<file path="config.mk">
export PLATFORM = sky130hd
export DESIGN_NAME = inj_scan_ctrl
export DESIGN_NICKNAME = d
export VERILOG_FILES = /design/src/rtl/inj_scan_pkg.sv /design/src/rtl/inj_scan_ctrl.sv
export SDC_FILE = /design/constraint.sdc
export NUM_CORES = 1
export LEC_CHECK = 0
export BUFFER_PORTS_ARGS = -buffer_cell sky130_fd_sc_hd__buf_2
export CAP_MARGIN = 20
export CORE_ASPECT_RATIO = 0.9
export CORE_MARGIN = 8
export CORE_UTILIZATION = 40
export DETAILED_ROUTE_END_ITERATION = 12
export GPL_ROUTABILITY_DRIVEN = 0
export PLACE_DENSITY_LB_ADDON = 0.08
export SLEW_MARGIN = 20
export SYNTH_ARGS = -nofsm -noshare
export SYNTH_HDL_FRONTEND = slang
export SYNTH_SLANG_ARGS = --single-unit
</file>
<file path="constraint.sdc">
create_clock -name CLK -period 4.25 [get_ports CLK]
set_input_delay 0.425 -clock CLK [delete_from_list [all_inputs] [get_ports CLK]]
set_output_delay 0.425 -clock CLK [all_outputs]
set_load 0.005 [all_outputs]
</file>
<file path="src/rtl/inj_scan_pkg.sv">
// Shared types and constants for the injection scan sequencer.
package inj_scan_pkg;

    typedef enum logic [2:0] {
        IDLE,
        CONF,
        CONF_WAIT,
        SETTLE,
        INJ,
        INJ_WAIT,
        NEXT,
        FINISH
    } state_t;

    localparam int MIN_CONF_WAIT  = 4;
    localparam int MIN_INJ_PERIOD = 2;

endpackage

</file>
<file path="src/rtl/inj_scan_ctrl.sv">
// Hardware pixel-scan loop: per step SPI reload, settle wait, injection burst with TDC gate.
// Every output is a register loaded with the value that belongs to the next state.
module inj_scan_ctrl
    import inj_scan_pkg::*;
#(
    parameter int STEP_WIDTH = 8,
    parameter int CNT_WIDTH  = 16
) (
    input  logic                  CLK,
    input  logic                  RST,
    input  logic                  START,
    input  logic                  ABORT,
    input  logic                  CONF_EN,
    input  logic [STEP_WIDTH-1:0] N_STEPS,
    input  logic [CNT_WIDTH-1:0]  N_INJ,
    input  logic [CNT_WIDTH-1:0]  SETTLE_CYC,
    input  logic [CNT_WIDTH-1:0]  INJ_PERIOD,
    input  logic [CNT_WIDTH-1:0]  GATE_LEN,
    input  logic                  EN_GRAY_RST,
    input  logic                  SPI_READY,
    input  logic                  HOLD,
    output logic                  SPI_START,
    output logic                  INJ_START,
    output logic                  GATE,
    output logic                  GRAY_RST,
    output logic [STEP_WIDTH-1:0] STEP,
    output logic [CNT_WIDTH-1:0]  INJ_CNT,
    output logic                  BUSY,
    output logic                  DONE
);

    localparam logic [CNT_WIDTH-1:0]  C_ONE     = CNT_WIDTH'(1);
    localparam logic [CNT_WIDTH-1:0]  C_MIN_PER = CNT_WIDTH'(MIN_INJ_PERIOD);
    localparam logic [CNT_WIDTH-1:0]  C_CONF_LAST = CNT_WIDTH'(MIN_CONF_WAIT - 1);
    localparam logic [CNT_WIDTH:0]    W_ONE     = (CNT_WIDTH+1)'(1);
    localparam logic [CNT_WIDTH:0]    W_TWO     = (CNT_WIDTH+1)'(2);
    localparam logic [STEP_WIDTH-1:0] S_ONE     = STEP_WIDTH'(1);
    localparam logic [STEP_WIDTH:0]   SW_ONE    = (STEP_WIDTH+1)'(1);

    state_t                  state;
    logic [CNT_WIDTH-1:0]    cnt;
    logic                    abort_pend;
    logic                    conf_en_q, gray_en_q;
    logic [STEP_WIDTH-1:0]   n_steps_q;
    logic [CNT_WIDTH-1:0]    n_inj_q, settle_q, period_q, gate_q;
    logic [CNT_WIDTH-1:0]    period_eff, gate_eff;

    // Period floor and gate clip are resolved once at START so the loop compares plain registers.
    always_comb begin
        period_eff = (INJ_PERIOD < C_MIN_PER) ? C_MIN_PER : INJ_PERIOD;
        gate_eff   = (GATE_LEN > period_eff - C_ONE) ? period_eff - C_ONE : GATE_LEN;
    end

    always_ff @(posedge CLK or posedge RST) begin
        if (RST) begin
            state      <= IDLE;
            cnt        <= '0;
            abort_pend <= 1'b0;
            conf_en_q  <= 1'b0;
            gray_en_q  <= 1'b0;
            n_steps_q  <= '0;
            n_inj_q    <= '0;
            settle_q   <= '0;
            period_q   <= '0;
            gate_q     <= '0;
            SPI_START  <= 1'b0;
            INJ_START  <= 1'b0;
            GATE       <= 1'b0;
            GRAY_RST   <= 1'b0;
            STEP       <= '0;
            INJ_CNT    <= '0;
            BUSY       <= 1'b0;
            DONE       <= 1'b0;
        end else begin
            SPI_START <= 1'b0;
            INJ_START <= 1'b0;
            GRAY_RST  <= 1'b0;
            if (state == IDLE) begin
                if (START) begin
                    conf_en_q  <= CONF_EN;
                    gray_en_q  <= EN_GRAY_RST;
                    n_steps_q  <= N_STEPS;
                    n_inj_q    <= N_INJ;
                    settle_q   <= SETTLE_CYC;
                    period_q   <= period_eff;
                    gate_q     <= gate_eff;
                    STEP       <= '0;
                    INJ_CNT    <= '0;
                    cnt        <= '0;
                    BUSY       <= 1'b1;
                    DONE       <= 1'b0;
                    // An ABORT coinciding with START is replayed in the first scan cycle.
                    abort_pend <= ABORT && (N_STEPS != '0);
                    if (N_STEPS == '0) begin
                        state <= FINISH;
                    end else begin
                        state     <= CONF_EN ? CONF : SETTLE;
                        SPI_START <= CONF_EN;
                        GRAY_RST  <= EN_GRAY_RST;
                    end
                end
            end else if ((ABORT || abort_pend) && state != FINISH) begin
                state      <= FINISH;
                GATE       <= 1'b0;
                cnt        <= '0;
                abort_pend <= 1'b0;
            end else begin
                case (state)
                    CONF: begin
                        state <= CONF_WAIT;
                        cnt   <= '0;
                    end
                    CONF_WAIT: begin
                        if (cnt >= C_CONF_LAST && SPI_READY) begin
                            state <= SETTLE;
                            cnt   <= '0;
                        end else if (cnt < C_CONF_LAST) begin
                            cnt <= cnt + C_ONE;
                        end
                    end
                    SETTLE: begin
                        if ({1'b0, cnt} + W_ONE >= {1'b0, settle_q}) begin
                            state <= (n_inj_q == '0) ? NEXT : INJ;
                            cnt   <= '0;
                        end else begin
                            cnt <= cnt + C_ONE;
                        end
                    end
                    INJ: begin
                        if (!HOLD) begin
                            state     <= INJ_WAIT;
                            INJ_START <= 1'b1;
                            GATE      <= (gate_q != '0);
                            INJ_CNT   <= INJ_CNT + C_ONE;
                            cnt       <= '0;
                        end
                    end
                    INJ_WAIT: begin
                        // The pulse cycle is cnt=0; the next INJ cycle completes the period.
                        GATE <= ({1'b0, cnt} + W_ONE < {1'b0, gate_q});
                        if ({1'b0, cnt} + W_TWO >= {1'b0, period_q}) begin
                            state <= (INJ_CNT < n_inj_q) ? INJ : NEXT;
                            cnt   <= '0;
                        end else begin
                            cnt <= cnt + C_ONE;
                        end
                    end
                    NEXT: begin
                        INJ_CNT <= '0;
                        cnt     <= '0;
                        if ({1'b0, STEP} + SW_ONE == {1'b0, n_steps_q}) begin
                            state <= FINISH;
                        end else begin
                            STEP      <= STEP + S_ONE;
                            state     <= conf_en_q ? CONF : SETTLE;
                            SPI_START <= conf_en_q;
                            GRAY_RST  <= gray_en_q;
                        end
                    end
                    FINISH: begin
                        state      <= IDLE;
                        DONE       <= 1'b1;
                        BUSY       <= 1'b0;
                        abort_pend <= 1'b0;
                    end
                    default: state <= IDLE;
                endcase
            end
        end
    end

endmodule
</file>
# After elaboration in Yosys (flattened, before gate mapping)
# Index checks and enable logic that the tools add are counted.
classes:
  n_mul: 0
  n_eq_ne: 19
  order_cmp: 8
  n_mux: 64
  n_div: 0
  reduce_logical: 24
  n_bitwise: 1
  n_shift: 0
  n_addsub: 7
op_table:
  columns: ["op", "count"]
  rows:
  - ["16-bit two-way mux", 13]
  - ["16-bit case mux with 5 select lines", 1]
  - ["8-bit two-way mux", 5]
  - ["17-bit by 16-bit >= comparator with 1-bit output", 2]
  - ["16-bit by 1-bit adder with 16-bit output (second input constant)", 2]
  - ["16-bit by 2-bit less-than comparator with 1-bit output (second input constant)", 2]
  - ["16-bit case mux with 2 select lines", 1]
  - ["1-bit two-way mux", 29]
  - ["3-bit two-way mux", 9]
  - ["3-bit case mux with 6 select lines", 1]
  - ["16-bit by 1-bit adder with 17-bit output (second input constant)", 1]
  - ["16-bit by 2-bit adder with 17-bit output (second input constant)", 1]
  - ["17-bit by 16-bit less-than comparator with 1-bit output", 1]
  - ["16-bit by 2-bit >= comparator with 1-bit output (second input constant)", 1]
  - ["16-bit greater-than comparator", 1]
  - ["16-bit logical NOT", 1]
  - ["16-bit less-than comparator", 1]
  - ["4-bit != test (second input constant)", 4]
  - ["16-bit nonzero test", 1]
  - ["16-bit by 1-bit subtractor with 16-bit output (second input constant)", 1]
  - ["3-bit == test (second input constant)", 4]
  - ["4-bit AND reduction", 3]
  - ["8-bit by 1-bit adder with 9-bit output (second input constant)", 1]
  - ["9-bit by 8-bit == test with 1-bit output", 1]
  - ["21 further kinds", 36]
word_totals:
  mem_bits_ro: 0
  elab_cells: 141
  latchBits: 0
  n_memories: 0
  regBits: 124
  ramBits: 0
  input_bits: 80

# Depth between registers and ports, before layout
logic_depth:
  ltp_word: 6
  ltp_mapped: 19
  depth_no_buf: 18

# Least setup slack after synthesis
# Ideal clock, no wire load.
synth_timing:
  path_kind: "input to register"
  startpoint: "input port INJ_PERIOD[7]"
  endpoint: "register gate_q[2]"
  cell_stages: 18
  path_slack_ns: -1.006
  n_path_buf: 1
  arrival_ns: 5.174
  setup_time_ns: 0.083
  path_cell_list: "or4_4 or4_1 or4_4 o21ai_1 ha_1 nand2_1 nor3_1 nand2b_1 or2_2 xor2_1 ha_1 a21o_1 a21oi_1 o21ai_0 o21ai_1 clkbuf_1 mux2_2 o21ai_0"
synth_between:
  elab_chain_len: 5
synth_lines:
  columns: ["item", "line_no", "source"]
  rows:
  - ["from (decl)", "inj_scan_ctrl.sv:17", "input logic [CNT_WIDTH-1:0] INJ_PERIOD,"]
  - ["16-bit by 2-bit less-than comparator with 1-bit output", "inj_scan_ctrl.sv:50", "period_eff = (INJ_PERIOD < C_MIN_PER) ? C_MIN_PER : INJ_PERIOD;"]
  - ["16-bit two-way mux (*)", "inj_scan_ctrl.sv:50", null]
  - ["16-bit by 1-bit subtractor with 16-bit output (*)", "inj_scan_ctrl.sv:51", "gate_eff = (GATE_LEN > period_eff - C_ONE) ? period_eff - C_ONE : GATE_LEN;"]
  - ["16-bit greater-than comparator", "inj_scan_ctrl.sv:51", null]
  - ["16-bit two-way mux (*)", "inj_scan_ctrl.sv:51", null]
  - ["to (signal assigned)", "inj_scan_ctrl.sv:86", "gate_q <= gate_eff;"]
  - ["to (decl)", "inj_scan_ctrl.sv:45", "logic [CNT_WIDTH-1:0] n_inj_q, settle_q, period_q, gate_q;"]
# Mark *: on every way between the ends. The rest lies on a longest branch, timed or not.
# A chain may end at the register's enable or synchronous reset.

# Worst setup path after layout
layout_timing:
  startpoint: "input port INJ_PERIOD[7]"
  endpoint: "register gate_q[12]"
# The elaborated chain is that of the path after synthesis.

==> flow_summary.ini <==
[synth]
ys_types = 60
synthArstFlopShare_pct = 100
avgSynthCellArea_sq_um = 8.44
synth_seq_cells = 124
synth_nets = 1156
synth_cells = 993
yosysWarnings = 0
synth-edff-count = 0
ys_seq_area_share_pct = 37.0
synthesis.area_sq_mm = 0.00838
yosys_most_used_dff = dfrtp_1

[power]
irDropWorstVdd_mv = 0.259
p_per_area_mw_per_mm2 = 525
total_power_mw = 5.52
leakagePower_nw = 5.16

[placement]
placedCellCount = 1405
dp_slack_ns = -0.898
dp_hpwl_um = 18700
portBuffers = 109

[timing]
fin_ws_ns = -0.0455
slew_headroom_pct = 35.5
finalCriticalPeriod_ns = 4.30
worst_pin_slew_ns = 0.967
fin_setup_tns_ns = -0.180
rsz0062_at_grt = true
finalHoldViolations = 0
finalSetupViolCount = 12
final-max-slew-violation-count = 0
fmax_mhz = 233
period_share_pct = 101
finClkSkew_ns = 0.00931

[die]
num_rows = 50
design.die.area_sq_mm = 0.0258
die_w_um = 169
coreArea_sq_mm = 0.0207
initial_utilization_pct = 40.5
io_pins = 110
fp.dieH_um = 153

[clock_network]
cts_sinks = 124
hold_buffers = 0
htreeDepth = 4
clockBufferDepth = 2
worstSkewPairLatency_ns = 0.42
cts_made_buffers = 17
clkTransAtPathRegs_ns = 0.05
cts-root-buf = clkbuf_16
cts_tree = yes

[final_layout]
fin_util_pct = 50.7
n_antenna_cell = 0
fill_cells = 2034
finalNetCount = 1314
fin_cells = 1448
drive_gt1_share_pct = 22.9
area_growth_pct = 25.3

[global_route]
grt_usage_pct = 19.3
first_global_vias = 7288
grt_pass1_wl_um = 40000
gr-total-overflow = 0
antenna_found_initial = 0
grt_max_degree = 105

[route]
ant_nets = 0
viasPerCell = 5.15
drt_iter0_drc = 497
drt_wl_total_um = 24500
drtPass1Iterations = 5
drc_errors = 0
wl_per_cell_um = 16.9
vias = 7457

[worst_hold_path]
hp-class = input pin to async pin

[critical_path]
crit_path_start_kind = input pin
critPathMaxFanout = 8
crit_arrival_ns = 4.63
cp.required_ns = 4.58
criticalPathCategory = input pin to register
endpoint_kind = register

[run]
maxCapViolCount = 0

[status]
violations = setup timing
outcome = finished with violations
-- final cells by class --
cell class	count	area [sq um]	area share (%)
sequential	124	3100	29.6
clock buffer	19	443	4.22
inverter	86	325	3.10
tap	286	358	3.41
timing repair buffer	185	1160	11.1
clock inverter	11	145	1.38
multi-input combinational	737	4960	47.3
-- per-stage QoR --
step | hold WS [ns] | area (sq um)
floorplan | 0.446 | 8450
global placement | 0.464 | 9640
detailed placement | 0.472 | 9640
CTS | 0.196 | 10300
global route | 0.207 | 10500
finish | 0.168 | 10500
-- kinds of logic (layout without fill, tap and decap cells) --
family	Yosys count	in the layout	synth area share [%]
AO/OA/AOI/OAI	225	225	16.2
adder cells (fa/ha/maj)	83	83	12.4
buffers and inverters	132	301	5.97
AND/OR/NAND/NOR	355	355	20.0
XOR/XNOR	55	55	5.93
flip-flops	124	124	37.0
multiplexers	19	19	2.49
-- cell usage after synthesis, drive strengths merged (4+ instances only) --
| cell type | instances | area share [%] |
|---|---|---|
| nor3 | 10 | 0.60 |
| a211oi | 12 | 1.1 |
| or2 | 4 | 0.30 |
| nor2b | 6 | 0.45 |
| o21bai | 5 | 0.45 |
| xnor2 | 27 | 3.0 |
| nand3 | 22 | 1.3 |
| nor2 | 58 | 2.6 |
| nor4 | 20 | 1.5 |
| o31ai | 4 | 0.36 |
| and2 | 4 | 0.30 |
| mux2 | 15 | 2.0 |
| a21o | 9 | 0.81 |
| o21ai | 114 | 6.8 |
| nand4 | 27 | 2.0 |
| or3 | 10 | 0.75 |
| dfrtp | 124 | 37 |
| o211ai | 6 | 0.54 |
| mux2i | 4 | 0.48 |
| ha | 83 | 12 |
| o21a | 8 | 0.72 |
| and3 | 11 | 0.82 |
| nand2 | 159 | 7.1 |
| xor2 | 28 | 2.9 |
| or4 | 5 | 0.54 |
| clkbuf | 38 | 1.7 |
| a21oi | 36 | 2.1 |
| buf | 8 | 0.42 |
| nand2b | 14 | 1.0 |
| inv | 86 | 3.9 |
-- worst paths after layout --
check	depth (start not counted)	slack [ns]	startpoint	to
min	2	0.17	RST	settle_q[9]
max in group asynchronous	3	3.11	RST	state[0]
max	18	-0.05	INJ_PERIOD[7]	gate_q[12]
min in group CLK	3	0.21	SETTLE_CYC[5]	settle_q[5]
min reg2reg	2	0.48	gray_en_q	gray_en_q
max reg2reg	17	0.32	cnt[1]	cnt[4]
-- registers in the layout, summed over array words and instances (netlist names) --
register / count
INJ_CNT: 16
cnt: 16
gate_q: 16
n_inj_q: 16
period_q: 16
settle_q: 16
STEP: 8
n_steps_q: 8
state: 3
BUSY: 1
DONE: 1
GATE: 1
GRAY_RST: 1
INJ_START: 1
SPI_START: 1
abort_pend: 1
conf_en_q: 1
gray_en_q: 1
-- critical path, stage by stage --
cell      delay, ns
buf_6          0.09
or4_4          0.55
or4_4          0.44
or4_4          0.45
buf_4          0.17
nor2b_1        0.17
ha_4           0.18
buf_4          0.13
xnor2_1        0.17
ha_1           0.28
o21a_1         0.11
o21a_1         0.16
o21ai_0        0.30
a211oi_2       0.15
o21ai_4        0.22
buf_12         0.16
mux2_2         0.33
o21ai_0        0.14
-- report_power, final --
part	internal [mW]	switching (mW)
Combinational	0.891	1.19
Sequential	1.60	0.353
Clock	0.929	0.545
Total	3.42	2.09
-- cell usage in the layout (no fill, tap or decap), drive strengths merged, types with 5 or more instances in the layout --
cell type    n
xor2        28
nor2b        6
o21bai       5
a21oi       36
nand3       22
nor4        20
or3         10
dfrtp      124
nor3        10
nand2      159
clkbuf      20
nor2        58
o21a         8
and3        11
o21ai      114
ha          83
a21o         9
buf        184
a211oi      12
xnor2       27
mux2        15
or4          5
nand4       27
inv         87
nand2b      14
o211ai       6
-- per-layer routing --
layer / track usage [%] / routed length (um) / up-vias
met1: 28.8 / 12700 / 3517
li1: - / - / 3772
met5: 0 / 0 / -
met4: 4.12 / 197 / 0
met3: 3.96 / 988 / 10
met2: 28.0 / 10600 / 158
-- repair_timing --
item / in CTS / in global routing
setup endpoints to repair: 16 / 17
hold endpoints to repair: 0 / 0
resized for setup: 5 / 27
pin swaps: 7 / 6
buffers inserted: 8 / 4
gates cloned: 0 / 1
No activity file was read; power rests on OpenSTA's default activity.
